### config.mk
export PLATFORM = sky130hd
export DESIGN_NAME = seq_multiplier_flat
export DESIGN_NICKNAME = d
export VERILOG_FILES = /design/src/rtl/seq_multiplier_if.sv /design/src/rtl/seq_multiplier.sv /design/src/flat_wrapper.sv
export SDC_FILE = /design/constraint.sdc
export NUM_CORES = 1
export LEC_CHECK = 0
export ABC_AREA = 0
export CAP_MARGIN = 20
export CORE_MARGIN = 2
export CORE_UTILIZATION = 30
export CTS_CLUSTER_DIAMETER = 40
export DETAILED_ROUTE_END_ITERATION = 6
export PLACE_DENSITY_LB_ADDON = 0.12
export SYNTH_ARGS = -nofsm -noshare
export SYNTH_HDL_FRONTEND = slang
export SYNTH_SLANG_ARGS = --single-unit
### constraint.sdc
create_clock -name clk -period 4.1 [get_ports clk]
set_input_delay 0.82 -clock clk [delete_from_list [all_inputs] [get_ports clk]]
set_output_delay 0.82 -clock clk [all_outputs]
set_load 0.005 [all_outputs]
### src/rtl/seq_multiplier_if.sv
// Operand/result bundle between the EX-stage operand path and the iterative multiplier.
// The master side issues requests; the slave side is the multiplier.
interface seq_multiplier_if #(
  parameter int WIDTH = 32
) ();
  logic             start;
  logic             signed_op;
  logic [WIDTH-1:0] A;
  logic [WIDTH-1:0] B;
  logic             busy;
  logic             done;
  logic [WIDTH-1:0] HI;
  logic [WIDTH-1:0] LO;

  modport master (
    output start, signed_op, A, B,
    input  busy, done, HI, LO
  );

  modport slave (
    input  start, signed_op, A, B,
    output busy, done, HI, LO
  );
endinterface

### src/rtl/seq_multiplier.sv
// Iterative shift-add MULT/MULTU: one add-and-shift step per clock on operand magnitudes,
// sign fixed up on completion, 2*WIDTH-bit product presented as HI/LO.
module seq_multiplier #(
  parameter int WIDTH = 32
) (
  input  logic             clk,
  input  logic             rst_n,
  seq_multiplier_if.slave  bus
);
  localparam int CW = $clog2(WIDTH) + 1;

  typedef enum logic [1:0] {IDLE, RUN, DONE} state_t;

  state_t             state_reg, state_next;
  logic [CW-1:0]      count_reg;
  logic [2*WIDTH:0]   acc_reg;
  logic [WIDTH-1:0]   mcand_reg;
  logic               neg_res_reg;
  logic [WIDTH-1:0]   hi_reg, lo_reg;

  logic               load, busy, done, last_step;
  logic [WIDTH-1:0]   a_mag, b_mag;
  logic [WIDTH:0]     upper;
  logic [2*WIDTH:0]   acc_step;
  logic [2*WIDTH-1:0] product;

  always_ff @(posedge clk or negedge rst_n) begin
    if (!rst_n) state_reg <= IDLE;
    else        state_reg <= state_next;
  end

  always_comb begin
    state_next = state_reg;
    load       = 1'b0;
    busy       = 1'b0;
    done       = 1'b0;
    last_step  = (count_reg == CW'(WIDTH - 1));
    case (state_reg)
      IDLE: begin
        if (bus.start) begin
          load       = 1'b1;
          state_next = RUN;
        end
      end
      RUN: begin
        busy = 1'b1;
        if (last_step) state_next = DONE;
      end
      DONE: begin
        done = 1'b1;
        if (bus.start) begin
          load       = 1'b1;
          state_next = RUN;
        end else begin
          state_next = IDLE;
        end
      end
      default: state_next = IDLE;
    endcase
  end

  // Multiply magnitudes; -MIN wraps to MIN, which is the right unsigned magnitude.
  always_comb begin
    a_mag    = (bus.signed_op & bus.A[WIDTH-1]) ? -bus.A : bus.A;
    b_mag    = (bus.signed_op & bus.B[WIDTH-1]) ? -bus.B : bus.B;
    upper    = {acc_reg[2*WIDTH], acc_reg[2*WIDTH-1:WIDTH]}
             + (acc_reg[0] ? {1'b0, mcand_reg} : {(WIDTH+1){1'b0}});
    acc_step = {1'b0, upper, acc_reg[WIDTH-1:1]};
    product  = neg_res_reg ? -acc_step[2*WIDTH-1:0] : acc_step[2*WIDTH-1:0];
  end

  always_ff @(posedge clk or negedge rst_n) begin
    if (!rst_n) begin
      count_reg   <= '0;
      acc_reg     <= '0;
      mcand_reg   <= '0;
      neg_res_reg <= 1'b0;
      hi_reg      <= '0;
      lo_reg      <= '0;
    end else if (load) begin
      count_reg   <= '0;
      acc_reg     <= {1'b0, {WIDTH{1'b0}}, b_mag};
      mcand_reg   <= a_mag;
      neg_res_reg <= bus.signed_op & (bus.A[WIDTH-1] ^ bus.B[WIDTH-1]);
    end else if (busy) begin
      count_reg <= count_reg + CW'(1);
      acc_reg   <= acc_step;
      // The final step's sum feeds the result registers directly so HI/LO line up with done.
      if (last_step) begin
        hi_reg <= product[2*WIDTH-1:WIDTH];
        lo_reg <= product[WIDTH-1:0];
      end
    end
  end

  assign bus.busy = busy;
  assign bus.done = done;
  assign bus.HI   = hi_reg;
  assign bus.LO   = lo_reg;
endmodule

### src/flat_wrapper.sv
// flat-port wrapper written by rule: the top's interface ports become plain ports
module seq_multiplier_flat 
#(
  parameter int WIDTH = 32
)
  (clk, rst_n, bus_start, bus_signed_op, bus_A, bus_B, bus_busy, bus_done, bus_HI, bus_LO);
  seq_multiplier_if #(.WIDTH(WIDTH)) bus_i ();
  input  logic clk;
  input  logic rst_n;
  input wire logic [$bits(bus_i.start)-1:0] bus_start;
  input wire logic [$bits(bus_i.signed_op)-1:0] bus_signed_op;
  input wire logic [$bits(bus_i.A)-1:0] bus_A;
  input wire logic [$bits(bus_i.B)-1:0] bus_B;
  output wire logic [$bits(bus_i.busy)-1:0] bus_busy;
  output wire logic [$bits(bus_i.done)-1:0] bus_done;
  output wire logic [$bits(bus_i.HI)-1:0] bus_HI;
  output wire logic [$bits(bus_i.LO)-1:0] bus_LO;
  assign bus_i.start = bus_start;
  assign bus_i.signed_op = bus_signed_op;
  assign bus_i.A = bus_A;
  assign bus_i.B = bus_B;
  assign bus_busy = bus_i.busy;
  assign bus_done = bus_i.done;
  assign bus_HI = bus_i.HI;
  assign bus_LO = bus_i.LO;
  seq_multiplier #(.WIDTH(WIDTH)) u_core (.clk(clk), .rst_n(rst_n), .bus(bus_i));
endmodule
# Yosys cells after proc, flatten, opt, wreduce, memory -nomap -nowiden
# Cells that the tools add are included.
[totals]
mem_bits_rw = 0
romBits = 0
latch_bits = 0
regBits = 170
n_memories = 0
[op_classes]
mul = 0
eq_ne = 5
order_cmp = 0
n_div = 0
shift = 0
n_bitwise = 5
muxes = 16
reduce_logical = 5
addsub = 5
[ops]
columns = ["operator", "n"]
rows = [
  ["two-way mux 65 bit", 2],
  ["two-way mux 32 bit", 3],
  ["two-way mux 64 bit", 1],
  ["negator 32 bit", 2],
  ["negator 64 bit", 1],
  ["adder 33 bit", 1],
  ["two-way mux 6 bit", 2],
  ["adder 6 x 1 -> 6 bit, second input constant", 1],
  ["== test 6 x 5 -> 1 bit, second input constant", 1],
  ["case mux 2 bit (3 select lines)", 1],
  ["two-way mux 1 bit", 5],
  ["two-way mux 2 bit", 2],
  ["AND 1 bit", 3],
  ["AND reduction 3 bit", 1],
  ["== test 2 x 1 -> 1 bit, second input constant", 1],
  ["== test 2 bit, second input constant", 1],
  ["logical NOT 2 bit", 1],
  ["inequality test 2 x 1 -> 1 bit, second input constant", 1],
  ["inequality test 2 bit, second input constant", 1],
  ["AND reduction 2 bit", 1],
  ["nonzero test 2 bit", 1],
  ["OR reduction 2 bit", 1],
  ["NOT 1 bit", 1],
  ["bitwise XOR 1 bit", 1],
]

# Longest topological paths before layout
[logic_depth]
ltp_word = 5
ltp_mapped = 14

# Worst setup path before layout
# No wires, ideal clock.
[synth_timing]
path_kind = "flip-flop to flip-flop"
startpoint = "register u_core.acc_reg[0]"
endpoint = "register u_core.hi_reg[29], in the netlist u_core.bus.HI[29]"
period_less_slack_ns = 3.882
setup_slack_ns = 0.218
path_buffers = 1
setup_ns = 0.130
t_arrival_ns = 3.753
path_stages_with_launch = 15
cell_sequence = "dfrtp_1 clkbuf_1 and2_1 ha_1 fa_1 a211oi_2 o21ai_2 a211o_1 o2bb2a_4 o2111ai_4 or3_4 or4b_4 o31ai_4 xor2_1 o21ai_1"
[synth_via]
elab_chain_cells = 4
[synth_lines]
columns = ["item", "line", "rtl"]
rows = [
  ["from (decl)", "seq_multiplier.sv:16", "logic [2*WIDTH:0] acc_reg;"],
  ["from (signal assigned)", "seq_multiplier.sv:82", "acc_reg <= {1'b0, {WIDTH{1'b0}}, b_mag};"],
  ["from (signal assigned)", "seq_multiplier.sv:87", "acc_reg <= acc_step;"],
  ["two-way mux 32 bit *", "seq_multiplier.sv:67", "+ (acc_reg[0] ? {1'b0, mcand_reg} : {(WIDTH+1){1'b0}});"],
  ["adder 33 bit *", "seq_multiplier.sv:67", ""],
  ["negator 64 bit", "seq_multiplier.sv:69", "product = neg_res_reg ? -acc_step[2*WIDTH-1:0] : acc_step[2*WIDTH-1:0];"],
  ["two-way mux 64 bit *", "seq_multiplier.sv:69", ""],
  ["to (signal assigned)", "seq_multiplier.sv:90", "hi_reg <= product[2*WIDTH-1:WIDTH];"],
  ["to (decl)", "seq_multiplier.sv:19", "logic [WIDTH-1:0] hi_reg, lo_reg;"],
]
# Every way passes the cells marked *; elsewhere a longest branch is shown, timed or not.
# A chain may end at the register's enable or synchronous reset.

# Worst setup path in the final report
# Same ends and word-level chain as after synthesis.

==> results.yml <==
cells_and_area:
  antenna_cells: 0
  fin_nets: 1587
  design_area_mm2: 0.01409
  drive_gt1_share_pct: 9.030
  largest_reg_flops: 64
  syn2layout_area_growth_pct: 24.44
  final_common_cell: "nand2_1"
  final_cell_mix: "nand2_1, dfrtp_1, o21ai_0, clkdlybuf4s50_1, nor2_1"
synthesis:
  syn_inst: 1353
  synth-edff-count: 0
  async_flop_share_pct: 100.0
  netlist_area_mm2: 0.01132
  synth_warnings: 0
  avgSynthCellArea_um2: 8.369
  ys_seq_area_share_pct: 37.35
  ys_types: 84
  synth_ff_type: "dfrtp_1"
  synth_nets: 1458
  postSynthRegisterBits: 169
timing:
  final.period_utilization_pct: 96.23
  hold_slack_ps: 330.3
  max_clock_freq_ghz: 0.2535
  hold_viol_final: 0
  setup_ws_ps: 154.7
  setup_viol: 0
  maxSlewHeadroom_pct: 29.62
  clock_skew_ps: 10.45
  worst_slew_pin_slew_ps: 1056
  fin_crit_ps: 3945
  drv_slew: 0
drt:
  dr_total_vias: 10060
  post_drt_wl_per_cell_um: 17.95
  drc: 0
  finalWirelength_mm: 36.01
  drtAntennaViolNets: 0
  drt_iter0_drc: 735
  vias_per_cell: 5.015
  drtPass1Iterations: 5
die:
  die_h_um: 198.3
  std_cell_rows: 71
  start_util_pct: 30.28
  die_area_mm2: 0.03932
  fp.dieW_um: 198.3
  core_area_mm2: 0.03740
  ios: 134
global_route:
  grt_pass1_vias: 9838
  antenna_found_initial: 0
  grt-ovfl-total: 0
  grt_pass1_wl_mm: 57.04
  grt_start_max_net_pins: 118
  grt_use_total_pct: 18.89
pwr:
  p_clk_share_pct: 14.1
  p_per_area_mw_per_mm2: 847.1
  switching_share_pct: 47.19
  p_int_mw: 6.304
  p_leak_nw: 5.811
  combPwrFrac_pct: 59.1
  ir_drop_uv: 273.3
  power_frac_seq_pct: 26.8
  switching_power_mw: 5.633
cts:
  cts_setup_buffers: 0
  numCtsBuffers: 17
  htreeDepth: 4
  clk_latency_ps: 450
  root_buffer: "clkbuf_16"
  clk_pin_slew_worst_paths_ps: 80
  clockBufferDepth: 2
  cts_sinks: 169
  cts_tree: "yes"
worst_hold_path:
  hold_class: "in2async"
run_status:
  status: "finished clean"
critical_path:
  crit_arrival_ps: 4270
  worstSetupPathType: "reg2reg"
  reg2reg_slack_ps: 150
  worst_setup_path_end_kind: "register"
  critPathLaunchType: "register"
  crit_fanout: 32
  cp.required_ps: 4430
placement:
  placed_area_mm2: 0.01344
  dp_slack_ps: 62.49
  numPortBuffers: 133
  place.gp.congestion: 0.8721
  dp_hpwl_mm: 27.67
run:
  max-cap-violations: 0
## synth_stat cells, types with 3 or more instances
library cell	number	area, um^2
nand2_1	259	972.2
dfrtp_1	169	4229
o21ai_0	145	725.7
nor2_1	98	367.9
xor2_1	90	788.3
a21oi_1	63	315.3
clkbuf_1	61	229.0
xnor2_1	51	446.7
a31oi_1	42	262.8
and2_1	42	262.8
ha_1	36	450.4
o31ai_1	24	180.2
nor3_1	21	105.1
a22o_1	20	175.2
inv_1	19	71.32
nand3_1	12	60.06
nor4_1	12	75.07
o21ai_1	11	55.05
nand2b_1	10	62.56
nand4_1	10	62.56
o211ai_1	9	67.56
o41ai_1	9	78.83
or3_1	9	56.30
buf_2	8	40.04
or2_2	7	43.79
or4_1	7	52.55
a21o_1	6	45.04
and3_1	5	31.28
and4_1	5	43.79
mux2i_1	5	50.05
nor2b_1	5	31.28
nor4_2	4	50.05
o21bai_1	4	30.03
a211o_1	3	26.28
nand3b_1	3	22.52
nand4b_1	3	26.28
## cell families (layout without fill, tap and decap cells)
group,count (synthesis),in the layout,share of synthesized area [%]
AO/OA/AOI/OAI,379,379,21.37
XOR/XNOR,143,143,11.39
adder cells (fa/ha/maj),37,37,4.155
buffers and inverters,91,233,3.238
flip-flops,169,169,37.35
multiplexers,6,6,0.5414
AND/OR/NAND/NOR,528,528,21.96
## layout make-up
type                       count  area, um^2
sequential                   169        4230
inverter                      19       71.32
clock buffer                  17       425.4
multi-input combinational   1093        6804
clock inverter                15       170.2
fill                        3879       23310
tap                          511       639.4
timing repair buffer         182        1750
## worst max-delay path, cell delays in order, from the launching register on
cell and delay [ps]:
dfrtp_1 410, buf_12 160, and2_1 140, ha_1 380, a21oi_2 240, a21bo_2 290
a31oi_4 290, xor2_4 260, o2111ai_4 190, or3_4 450, or4b_4 550, o31ai_4 190
xor2_1 180, o21ai_1 70
## metal layers
| layer | routed length [um] | vias up | GRT usage, % |
|---|---|---|---|
| li1 | - | 5028 | - |
| met4 | 466 | 0 | 5.096 |
| met2 | 15570 | 220 | 28.19 |
| met5 | 0 | - | 0 |
| met3 | 1322 | 25 | 1.993 |
| met1 | 18660 | 4787 | 28.70 |
## path summary, 6_finish.rpt
check / cells after the start / to / startpoint
setup / recovery: 13 / u_core.bus.HI[29]$_DFFE_PN0P_ / u_core.acc_reg[0]$_DFFE_PN0P_
hold / removal: 1 / u_core.acc_reg[49]$_DFFE_PN0P_ / rst_n
setup reg to reg: 13 / u_core.bus.HI[29]$_DFFE_PN0P_ / u_core.acc_reg[0]$_DFFE_PN0P_
hold reg to reg: 2 / u_core.bus.LO[19]$_DFFE_PN0P_ / u_core.bus.LO[19]$_DFFE_PN0P_
max in group asynchronous: 2 / u_core.neg_res_reg$_DFFE_PN0P_ / rst_n
min in group clk: 2 / u_core.bus.LO[19]$_DFFE_PN0P_ / u_core.bus.LO[19]$_DFFE_PN0P_
## metrics by stage
| step | util (%) | power, mW | setup TNS, ps | std cells |
|---|---|---|---|---|
| 2_1_floorplan | - | 7.355 | 0 | 1353 |
| 3_3_place_gp | 35.93 | 10.20 | 0 | 1974 |
| 3_5_place_dp | 35.93 | 10.23 | 0 | 1974 |
| 4_1_cts | 37.52 | 11.95 | 0 | 2006 |
| 5_1_grt | 37.68 | 12.91 | -20.75 | 2006 |
| 6_report | 37.68 | 11.94 | 0 | 2006 |
## power by group through the flow
| stage | Sequential, mW | Combinational, mW | Clock, mW |
|---|---|---|---|
| 2_1_floorplan | 2.89 | 4.46 | 0 |
| 3_3_place_gp | 3.22 | 6.97 | 0 |
| 3_5_place_dp | 3.23 | 7.01 | 0 |
| 4_1_cts | 3.20 | 7.02 | 1.73 |
| 5_1_grt | 3.32 | 7.82 | 1.78 |
| 6_report | 3.20 | 7.06 | 1.68 |
## timing repair
item | 4_1_cts | 5_1_grt
gates resized for setup | 0 | 14
hold buffers | 0 | 0
setup endpoints to repair | 0 | 8
(Power assumes the default switching activity.)
